**src/rtl/sys_ctrl_v2.sv**
```systemverilog
// Command controller for the REF clock domain: parses RX byte frames into register-file,
// ALU and clock-gate actions and streams results to the TX FIFO. Optional macro: CMD_TIMEOUT_EN.
module sys_ctrl_v2 #(
  parameter int DSIZE          = 8,
  parameter int ASIZE          = 4,
  parameter int OPSIZE         = 8,
  parameter int OUT_SIZE       = 16,
  parameter int TIMEOUT_CYCLES = 1024
) (
  input  logic                CLK,
  input  logic                RST,
  input  logic [DSIZE-1:0]    RX_P_DATA,
  input  logic                RX_D_VLD,
  input  logic [OUT_SIZE-1:0] ALU_OUT,
  input  logic                OUT_VALID,
  input  logic [DSIZE-1:0]    RdData,
  input  logic                RdData_Valid,
  input  logic                FIFO_FULL,
  output logic                ALU_EN,
  output logic [3:0]          ALU_FUN,
  output logic                GATE_EN,
  output logic [ASIZE-1:0]    Address,
  output logic                WrEn,
  output logic                RdEn,
  output logic [DSIZE-1:0]    WrData,
  output logic [DSIZE-1:0]    FIFO_WR_DATA,
  output logic                FIFO_W_INC,
  output logic                ERR_PULSE
);

  localparam int NBYTES = OUT_SIZE / DSIZE;
  localparam int CW     = $clog2(NBYTES + 1);
  localparam logic [DSIZE-1:0] CMD_WR      = DSIZE'(8'hAA);
  localparam logic [DSIZE-1:0] CMD_RD      = DSIZE'(8'hBB);
  localparam logic [DSIZE-1:0] CMD_ALU_OP  = DSIZE'(8'hCC);
  localparam logic [DSIZE-1:0] CMD_ALU_NOP = DSIZE'(8'hDD);

  if (ASIZE > DSIZE || OPSIZE != DSIZE || (OUT_SIZE % DSIZE) != 0 || TIMEOUT_CYCLES < 1) begin : g_param_check
    $error("sys_ctrl_v2: illegal parameter set");
  end

  typedef enum logic [3:0] {
    S_IDLE, S_WR_ADDR, S_WR_DATA, S_RD_ADDR, S_RD_WAIT,
    S_OP_A, S_OP_B, S_ALU_FUN, S_ALU_WAIT, S_TX
  } state_t;

  state_t                state_r, state_s;
  logic [OUT_SIZE-1:0]   buf_r, buf_s, load_val_s;
  logic [CW-1:0]         cnt_r, cnt_s, load_cnt_s;
  logic                  load_s;
  logic [ASIZE-1:0]      addr_r, addr_s;
  logic [DSIZE-1:0]      wr_data_r, wr_data_s, fifo_data_r, fifo_data_s;
  logic [3:0]            alu_fun_r, alu_fun_s;
  logic                  wr_en_r, wr_en_s, rd_en_r, rd_en_s, alu_en_r, alu_en_s;
  logic                  gate_en_r, gate_en_s, fifo_inc_r, fifo_inc_s, err_r, err_s;

`ifdef CMD_TIMEOUT_EN
  localparam int GW = $clog2(TIMEOUT_CYCLES + 1);
  logic [GW-1:0] gap_r;
  logic          waiting_s, timeout_s;

  assign waiting_s = (state_r inside {S_WR_ADDR, S_WR_DATA, S_RD_ADDR, S_OP_A, S_OP_B, S_ALU_FUN});
  assign timeout_s = waiting_s && !RX_D_VLD && (gap_r == GW'(TIMEOUT_CYCLES - 1));

  // Inter-byte gap counter, cleared by every received byte and outside frame-wait states
  always_ff @(posedge CLK or negedge RST) begin
    if (!RST) begin
      gap_r <= '0;
    end else if (!waiting_s || RX_D_VLD || timeout_s) begin
      gap_r <= '0;
    end else begin
      gap_r <= gap_r + GW'(1);
    end
  end
`endif

  // FSM state register
  always_ff @(posedge CLK or negedge RST) begin
    if (!RST) begin
      state_r <= S_IDLE;
    end else begin
      state_r <= state_s;
    end
  end

  // Next-state, result buffer and output-register next values
  always_comb begin
    state_s     = state_r;
    buf_s       = buf_r;
    cnt_s       = cnt_r;
    addr_s      = addr_r;
    wr_data_s   = wr_data_r;
    alu_fun_s   = alu_fun_r;
    alu_en_s    = alu_en_r;
    gate_en_s   = gate_en_r;
    fifo_data_s = fifo_data_r;
    wr_en_s     = 1'b0;
    rd_en_s     = 1'b0;
    fifo_inc_s  = 1'b0;
    err_s       = 1'b0;
    load_s      = 1'b0;
    load_val_s  = '0;
    load_cnt_s  = '0;
    case (state_r)
      S_IDLE: begin
        if (RX_D_VLD) begin
          case (RX_P_DATA)
            CMD_WR:      state_s = S_WR_ADDR;
            CMD_RD:      state_s = S_RD_ADDR;
            CMD_ALU_OP:  state_s = S_OP_A;
            CMD_ALU_NOP: state_s = S_ALU_FUN;
            default:     err_s   = 1'b1;
          endcase
        end else begin
          state_s = S_IDLE;
        end
      end
      S_WR_ADDR: begin
        if (RX_D_VLD) begin
          addr_s  = RX_P_DATA[ASIZE-1:0];
          state_s = S_WR_DATA;
        end else begin
          state_s = S_WR_ADDR;
        end
      end
      S_WR_DATA: begin
        if (RX_D_VLD) begin
          wr_en_s   = 1'b1;
          wr_data_s = RX_P_DATA;
          state_s   = S_IDLE;
        end else begin
          state_s = S_WR_DATA;
        end
      end
      S_RD_ADDR: begin
        if (RX_D_VLD) begin
          addr_s  = RX_P_DATA[ASIZE-1:0];
          rd_en_s = 1'b1;
          state_s = S_RD_WAIT;
        end else begin
          state_s = S_RD_ADDR;
        end
      end
      S_RD_WAIT: begin
        if (RdData_Valid) begin
          load_s     = 1'b1;
          load_val_s = OUT_SIZE'(RdData);
          load_cnt_s = CW'(1);
        end else begin
          state_s = S_RD_WAIT;
        end
      end
      S_OP_A, S_OP_B: begin
        if (RX_D_VLD) begin
          wr_en_s   = 1'b1;
          wr_data_s = DSIZE'(RX_P_DATA[OPSIZE-1:0]);
          addr_s    = (state_r == S_OP_A) ? ASIZE'(0) : ASIZE'(1);
          state_s   = (state_r == S_OP_A) ? S_OP_B : S_ALU_FUN;
        end else begin
          state_s = state_r;
        end
      end
      S_ALU_FUN: begin
        if (RX_D_VLD) begin
          alu_fun_s = RX_P_DATA[3:0];
          alu_en_s  = 1'b1;
          gate_en_s = 1'b1;
          state_s   = S_ALU_WAIT;
        end else begin
          state_s = S_ALU_FUN;
        end
      end
      S_ALU_WAIT: begin
        if (OUT_VALID) begin
          alu_en_s   = 1'b0;
          gate_en_s  = 1'b0;
          load_s     = 1'b1;
          load_val_s = ALU_OUT;
          load_cnt_s = CW'(NBYTES);
        end else begin
          state_s = S_ALU_WAIT;
        end
      end
      S_TX: begin
        if (!FIFO_FULL) begin
          fifo_inc_s  = 1'b1;
          fifo_data_s = buf_r[DSIZE-1:0];
          buf_s       = buf_r >> DSIZE;
          cnt_s       = cnt_r - CW'(1);
          state_s     = (cnt_r == CW'(1)) ? S_IDLE : S_TX;
        end else begin
          state_s = S_TX;
        end
      end
      default: state_s = S_IDLE;
    endcase
    // A fresh result pushes its first byte straight away when the FIFO has room
    if (load_s) begin
      if (!FIFO_FULL) begin
        fifo_inc_s  = 1'b1;
        fifo_data_s = load_val_s[DSIZE-1:0];
        buf_s       = load_val_s >> DSIZE;
        cnt_s       = load_cnt_s - CW'(1);
        state_s     = (load_cnt_s == CW'(1)) ? S_IDLE : S_TX;
      end else begin
        buf_s   = load_val_s;
        cnt_s   = load_cnt_s;
        state_s = S_TX;
      end
    end else begin
      load_val_s = '0;
    end
`ifdef CMD_TIMEOUT_EN
    if (timeout_s) begin
      state_s = S_IDLE;
      err_s   = 1'b1;
    end else begin
      err_s = err_s;
    end
`endif
  end

  // Datapath and output registers
  always_ff @(posedge CLK or negedge RST) begin
    if (!RST) begin
      buf_r       <= '0;
      cnt_r       <= '0;
      addr_r      <= '0;
      wr_data_r   <= '0;
      alu_fun_r   <= 4'd0;
      alu_en_r    <= 1'b0;
      gate_en_r   <= 1'b0;
      fifo_data_r <= '0;
      wr_en_r     <= 1'b0;
      rd_en_r     <= 1'b0;
      fifo_inc_r  <= 1'b0;
      err_r       <= 1'b0;
    end else begin
      buf_r       <= buf_s;
      cnt_r       <= cnt_s;
      addr_r      <= addr_s;
      wr_data_r   <= wr_data_s;
      alu_fun_r   <= alu_fun_s;
      alu_en_r    <= alu_en_s;
      gate_en_r   <= gate_en_s;
      fifo_data_r <= fifo_data_s;
      wr_en_r     <= wr_en_s;
      rd_en_r     <= rd_en_s;
      fifo_inc_r  <= fifo_inc_s;
      err_r       <= err_s;
    end
  end

  assign ALU_EN       = alu_en_r;
  assign ALU_FUN      = alu_fun_r;
  assign GATE_EN      = gate_en_r;
  assign Address      = addr_r;
  assign WrEn         = wr_en_r;
  assign RdEn         = rd_en_r;
  assign WrData       = wr_data_r;
  assign FIFO_WR_DATA = fifo_data_r;
  assign FIFO_W_INC   = fifo_inc_r;
  assign ERR_PULSE    = err_r;

endmodule
```
**config.mk**
```make
export PLATFORM = sky130hd
export DESIGN_NAME = sys_ctrl_v2
export DESIGN_NICKNAME = d
export VERILOG_FILES = /design/src/rtl/sys_ctrl_v2.sv
export SDC_FILE = /design/constraint.sdc
export NUM_CORES = 1
export LEC_CHECK = 0
export BUFFER_PORTS_ARGS = -buffer_cell sky130_fd_sc_hd__buf_4
export CAP_MARGIN = 10
export CORE_MARGIN = 2
export CORE_UTILIZATION = 37
export CTS_CLUSTER_DIAMETER = 100
export DETAILED_ROUTE_END_ITERATION = 8
export GPL_ROUTABILITY_DRIVEN = 0
export PLACE_DENSITY = 0.55
export SYNTH_ARGS = -nofsm -noshare
export SYNTH_HDL_FRONTEND = slang
export SYNTH_SLANG_ARGS = --single-unit
```
**constraint.sdc**
```tcl
create_clock -name CLK -period 3.75 [get_ports CLK]
set_input_delay 0.75 -clock CLK [delete_from_list [all_inputs] [get_ports CLK]]
set_output_delay 0.75 -clock CLK [all_outputs]
set_load 0.01 [all_outputs]
```
Word-level counts from Yosys, hierarchy flattened
Index checks and enable logic that the tools add are counted.

operators by class
  add/sub/neg operators = 2
  equality and inequality tests = 24
  mux-type cells = 54
  reduce and logical (&&, ||, !) cells = 14

operators by type and width
  kind                                                                     count
  16-bit 2-to-1 mux                                                        5
  4-bit 2-to-1 mux                                                         12
  8-bit 2-to-1 mux                                                         5
  4-bit one-hot mux with 9 select lines                                    1
  8-bit == test, second input constant                                     4
  16-bit one-hot mux with 2 select lines                                   1
  1-bit 2-to-1 mux                                                         17
  4-bit by 3-bit == test with 1-bit output, second input constant          4
  4-bit one-hot mux with 4 select lines                                    1
  2-bit 2-to-1 mux                                                         7
  3-bit inequality test, second input constant                             3
  4-bit by 2-bit == test with 1-bit output, second input constant          2
  4-bit == test, second input constant                                     2
  4-bit one-hot mux with 2 select lines                                    1
  7-bit by 3-bit inequality test with 1-bit output, second input constant  1
  2-bit inequality test, second input constant                             3
  2-bit AND reduction                                                      3
  3-bit AND reduction                                                      2
  2-bit nonzero test                                                       3
  2-bit by 1-bit == test with 1-bit output, second input constant          2
  4-bit by 1-bit == test with 1-bit output, second input constant          1
  4-bit logical NOT                                                        1
  2-bit by 1-bit inequality test with 1-bit output, second input constant  2
  1-bit one-hot mux with 2 select lines                                    2
  other kinds (7)                                                          9

storage, ports and cells
  register bits = 51
  input port bits = 38
  output and inout port bits = 30

Depth between registers and ports, before layout
  depth after elaboration = 6
  mapped depth = 9
  gate-level depth less buffers = 7

Worst setup path after synthesis
Ideal clock, no wire load.

  path type = input port to flip-flop
  start point = input port RX_D_VLD
  end point = register state_r[2]
  library setup time = 0.078 ns
  arrival time = 2.148 ns
  data required time = 3.672 ns
  slack = 1.524 ns
  stages = 5
  path buffers = 1
  cell sequence = clkbuf_1 -> nand2b_1 -> or3_4 -> or4_1 -> a21oi_1

between the ends
  word-level cells in the longest chain between the ends = 3
  elaborated cells between the ends (all ways) = 8
  those cells by class = eq/ne (2); mux (5); reduce/logical (1)

RTL lines
  what                                            RTL line  source
  start: declaration                              13        input logic RX_D_VLD,
  4-bit 2-to-1 mux, or another cell as far along  164       if (RX_D_VLD) begin
  4-bit one-hot mux with 9 select lines           104       case (state_r)
  4-bit 2-to-1 mux                                198       if (load_s) begin
  end signal: assignment                          82        state_r <= state_s;
  end: declaration                                47        state_t state_r, state_s;

Parallel ways exist; a longest one is shown, timed or not.
A chain may end at the register's enable or synchronous reset.

Final worst setup path
  start point = register state_r[0]
  end point = register buf_r[2]

between the ends
  word-level cells in the longest chain between the ends = 4
  elaborated cells between the ends (all ways) = 10
  those cells by class = eq/ne (4); mux (4); reduce/logical (2)

RTL lines
  what                                                                                                    RTL line  source
  4-bit == test / 4-bit by 3-bit == test with 1-bit output (equally long branches)                        104
  1-bit one-hot mux with 2 select lines / 16-bit one-hot mux with 2 select lines (equally long branches)  104
  2-bit by 1-bit inequality test with 1-bit output (no line), or another cell as far along                n/a
  2-bit AND reduction (no line) / 16-bit 2-to-1 mux (equally long branches)                               n/a
  end signal: assignment                                                                                  239       buf_r <= buf_s;
  end: declaration                                                                                        48        logic [OUT_SIZE-1:0] buf_r, buf_s, load_val_s;

Parallel ways exist; a longest one is shown, timed or not.

==> run_results.csv <==
group,metric,value,unit
outcome,status,"finished, final reports clean",
clocking,cts_root_buffer,"clkbuf_8",
setup_path,crit_fanout,18,
synth,ys_ff_latch,51,
setup_path,cp_data_arrival_time,2.58,ns
floorplanning,die_y,90.14,um
setup_path,path_buf_inv,0,
power_and_ir_drop,power_switching,831.6,uW
timing,finalSetupTns,0,ns
synth,synth_compound_area_frac,0.1645,
clocking,clk-insertion-delay-late,0.31,ns
drt,routed_wl,6805,um
finish,drive_gt1_frac,0.2975,
finish,fillers,742,
timing,fin_worst_skew,0.01006,ns
setup_path,path_delay_family,"simple AND/OR/NAND/NOR gates",
timing,worst_pin_slew,0.7940,ns
timing,setup_violations,0,
finish,seqCellArea,1276,um2
finish,multi_input_area,1343,um2
timing,max_freq,419.4,MHz
global_route,grt_antenna_before_repair,0,
floorplanning,ios,68,
synth,netlist_instances,268,
global_route,grt_usage,0.1708,
finish,final_cell_mix,"buf_4, dfrtp_1, nand3_1",
power_and_ir_drop,seq_power_share,0.433,
timing,drv_slew,0,
timing,finalCritPeriodShare,0.6358,
drt,vias,2264,
synth,muxShareOfSynthArea,0.1313,
clocking,clkTransAtPathRegs,0.10,ns
finish,synthToLayoutAreaGrowth,23.52,%
synth,synth-simple-area-share,0.1714,
synth,synthFlopType,"dfrtp_1",
drt,via_per_inst,5.327,
finish,finalNetCount,365,
power_and_ir_drop,ir_drop,344.7,uV
clocking,cts_inserted_buffers,5,
finish,final_common_cell,"buf_4",
clocking,cts_resized,0,
power_and_ir_drop,leakage,0.001512,uW
floorplanning,start_util,0.3805,
timing,rsz0062_at_grt,"no",
global_route,grt_max_degree,52,
power_and_ir_drop,internal_power,1472,uW
power_and_ir_drop,power_frac_comb,0.419,
power_and_ir_drop,power_frac_clock,0.149,
placement,port_buffers,67,
global_route,grt_pass1_wl,11320,um
setup_path,cpMaxStageDelayCell,"dfrtp_1",
drt,ant_nets,0,
global_route,grt_pass1_vias,2214,
clocking,cts_sinks,51,
synth,synth_xor_area_frac,0.01276,
global_route,grt_overflow_total,0,
floorplanning,die-area,8124,um2
synth,yosys.area_share.adder,0.009116,
setup_path,crit_path_cell_trace,"nor4bb_1 > nand2_1 > o21ai_0 > a31oi_1",
placement,dp_hpwl,4890,um
drt,avgRoutedWirePerCell,16.01,um
setup_path,slowest_delay,0.70,ns
finish,finalNonFillerCells,425,
synth,synth_edf_count,0,
clocking,cts_tree,"built",
synth,synthArstFlopShare,1.000,
power_and_ir_drop,swShare,0.3610,
power_and_ir_drop,pwr_density_cell,679.4,nW/um2
timing,post-route-min-period,2.384,ns
setup_path,cp-start-kind,"flip-flop",
synth,synth_top_family_by_area,"simple AND/OR/NAND/NOR gates",
floorplanning,fp-row-count,31,
clocking,postCtsHoldBufs,0,
floorplanning,die_w,90.14,um
synth,syn-num-nets,308,
timing,report.final.hold_viol_count,0,
drt,firstDrtPassIters,4,
placement,dp_cells,417,
synth,yosysWarnings,0,
timing,timing.slew.headroom,0.4671,
setup_path,crit_type,"reg -> reg",
synth,synth_sequential_area_ratio,0.4649,
drt,post-route-drc-count,0,
synth,avgSynthCellArea,10.24,um2
setup_path,r2r_slack,1.37,ns
floorplanning,core_area,7214,um2
finish,diodes,0,
drt,drt-initial-drc-count,192,
clocking,postCtsSetupBuffers,0,
synth,synthDistinctLibCells,43,
job,max_cap_violations,0,
hold_path,hold_class,"in -> async",
synth,synth_area,2745,um2
setup_path,crit_required,3.94,ns
setup_path,critPathCaptureType,"flip-flop",
clocking,htreeDepth,2,
clocking,cts_buffer_depth,2,
==> registers in the layout, indices dropped and copies added, names as in the netlist <==
register	flops
FIFO_WR_DATA	8
cnt_r	2
GATE_EN	1
WrData	8
WrEn	1
ALU_FUN	4
state_r	4
RdEn	1
ERR_PULSE	1
FIFO_W_INC	1
buf_r	16
Address	4
==> per-layer routing <==
layer  vias to the layer above  track usage  share of wire
met5                         -            0              0
met4                         0      0.04231          0.012
met3                         8      0.04191          0.060
met2                        70       0.2525           0.45
met1                      1081       0.2515           0.48
li1                       1105            -              -
==> Yosys cell counts (7+ instances only) <==
master    instances  area (um2)
nor3_1           11       55.05
clkbuf_1         14       52.55
inv_1             7       26.28
nand3_1          28       140.1
and2_1            8       50.05
mux2i_1          18       180.2
nand2_1           8       30.03
dfrtp_1          51        1276
a21o_1            9       67.56
nor2_1           10       37.54
o21ai_0          15       75.07
a31oi_1          10       62.56
mux2_2           16       180.2
a32o_1            8       80.08
==> path summary, 6_finish.rpt <==
kind,from,end,depth (start not counted)
max in group asynchronous,RST,state_r[0],1
setup reg to reg,state_r[0],buf_r[2],4
hold / removal,RST,Address[0],1
setup / recovery,state_r[0],buf_r[2],4
hold reg to reg,buf_r[8],buf_r[8],1
min in group CLK,buf_r[8],buf_r[8],1
==> cell families (layout without fill, tap and decap cells) <==
kind of cell | after synthesis | after routing
AND/OR/NAND/NOR | 85 | 85
AO/OA/AOI/OAI | 65 | 65
adder cells (fa/ha/maj) | 2 | 2
flip-flops | 51 | 51
multiplexers | 34 | 34
buffers and inverters | 27 | 85
XOR/XNOR | 4 | 4
==> power by group through the flow <==
stage	clock network, uW	logic (uW)	registers, uW
2_1_floorplan	0	631	982
3_3_place_gp	0	972	1000
3_5_place_dp	0	975	1010
4_1_cts	356	977	1000
5_1_grt	375	1070	1040
6_report	343	964	997
==> stage by stage <==
| step | setup WS, ns | hold WS, ns | util | instance area (um2) | total power (uW) |
|---|---|---|---|---|---|
| detailed placement | 1.284 | 0.4782 | 0.4566 | 3294 | 1983 |
| global route | 1.108 | 0.5077 | 0.4700 | 3391 | 2483 |
| finish | 1.366 | 0.4647 | 0.4700 | 3391 | 2304 |
| floorplan | 1.524 | 0.4544 | - | 2745 | 1614 |
| global placement | 1.368 | 0.4719 | 0.4566 | 3294 | 1975 |
| CTS | 1.364 | 0.4865 | 0.4700 | 3391 | 2334 |
==> worst reg2reg max path, stage by stage, from the launching register on <==
cell,delay [ns]
dfrtp_1,0.70
nor4bb_1,0.48
nand2_1,0.59
o21ai_0,0.39
a31oi_1,0.12
==> layout make-up <==
type	count	share of cell area
tap	99	0.03653
timing repair buffer	70	0.1550
clock buffer	6	0.02435
multi-input combinational	190	0.3959
sequential	51	0.3764
inverter	7	0.007749
clock inverter	2	0.004059
(Power assumes the default switching activity.)
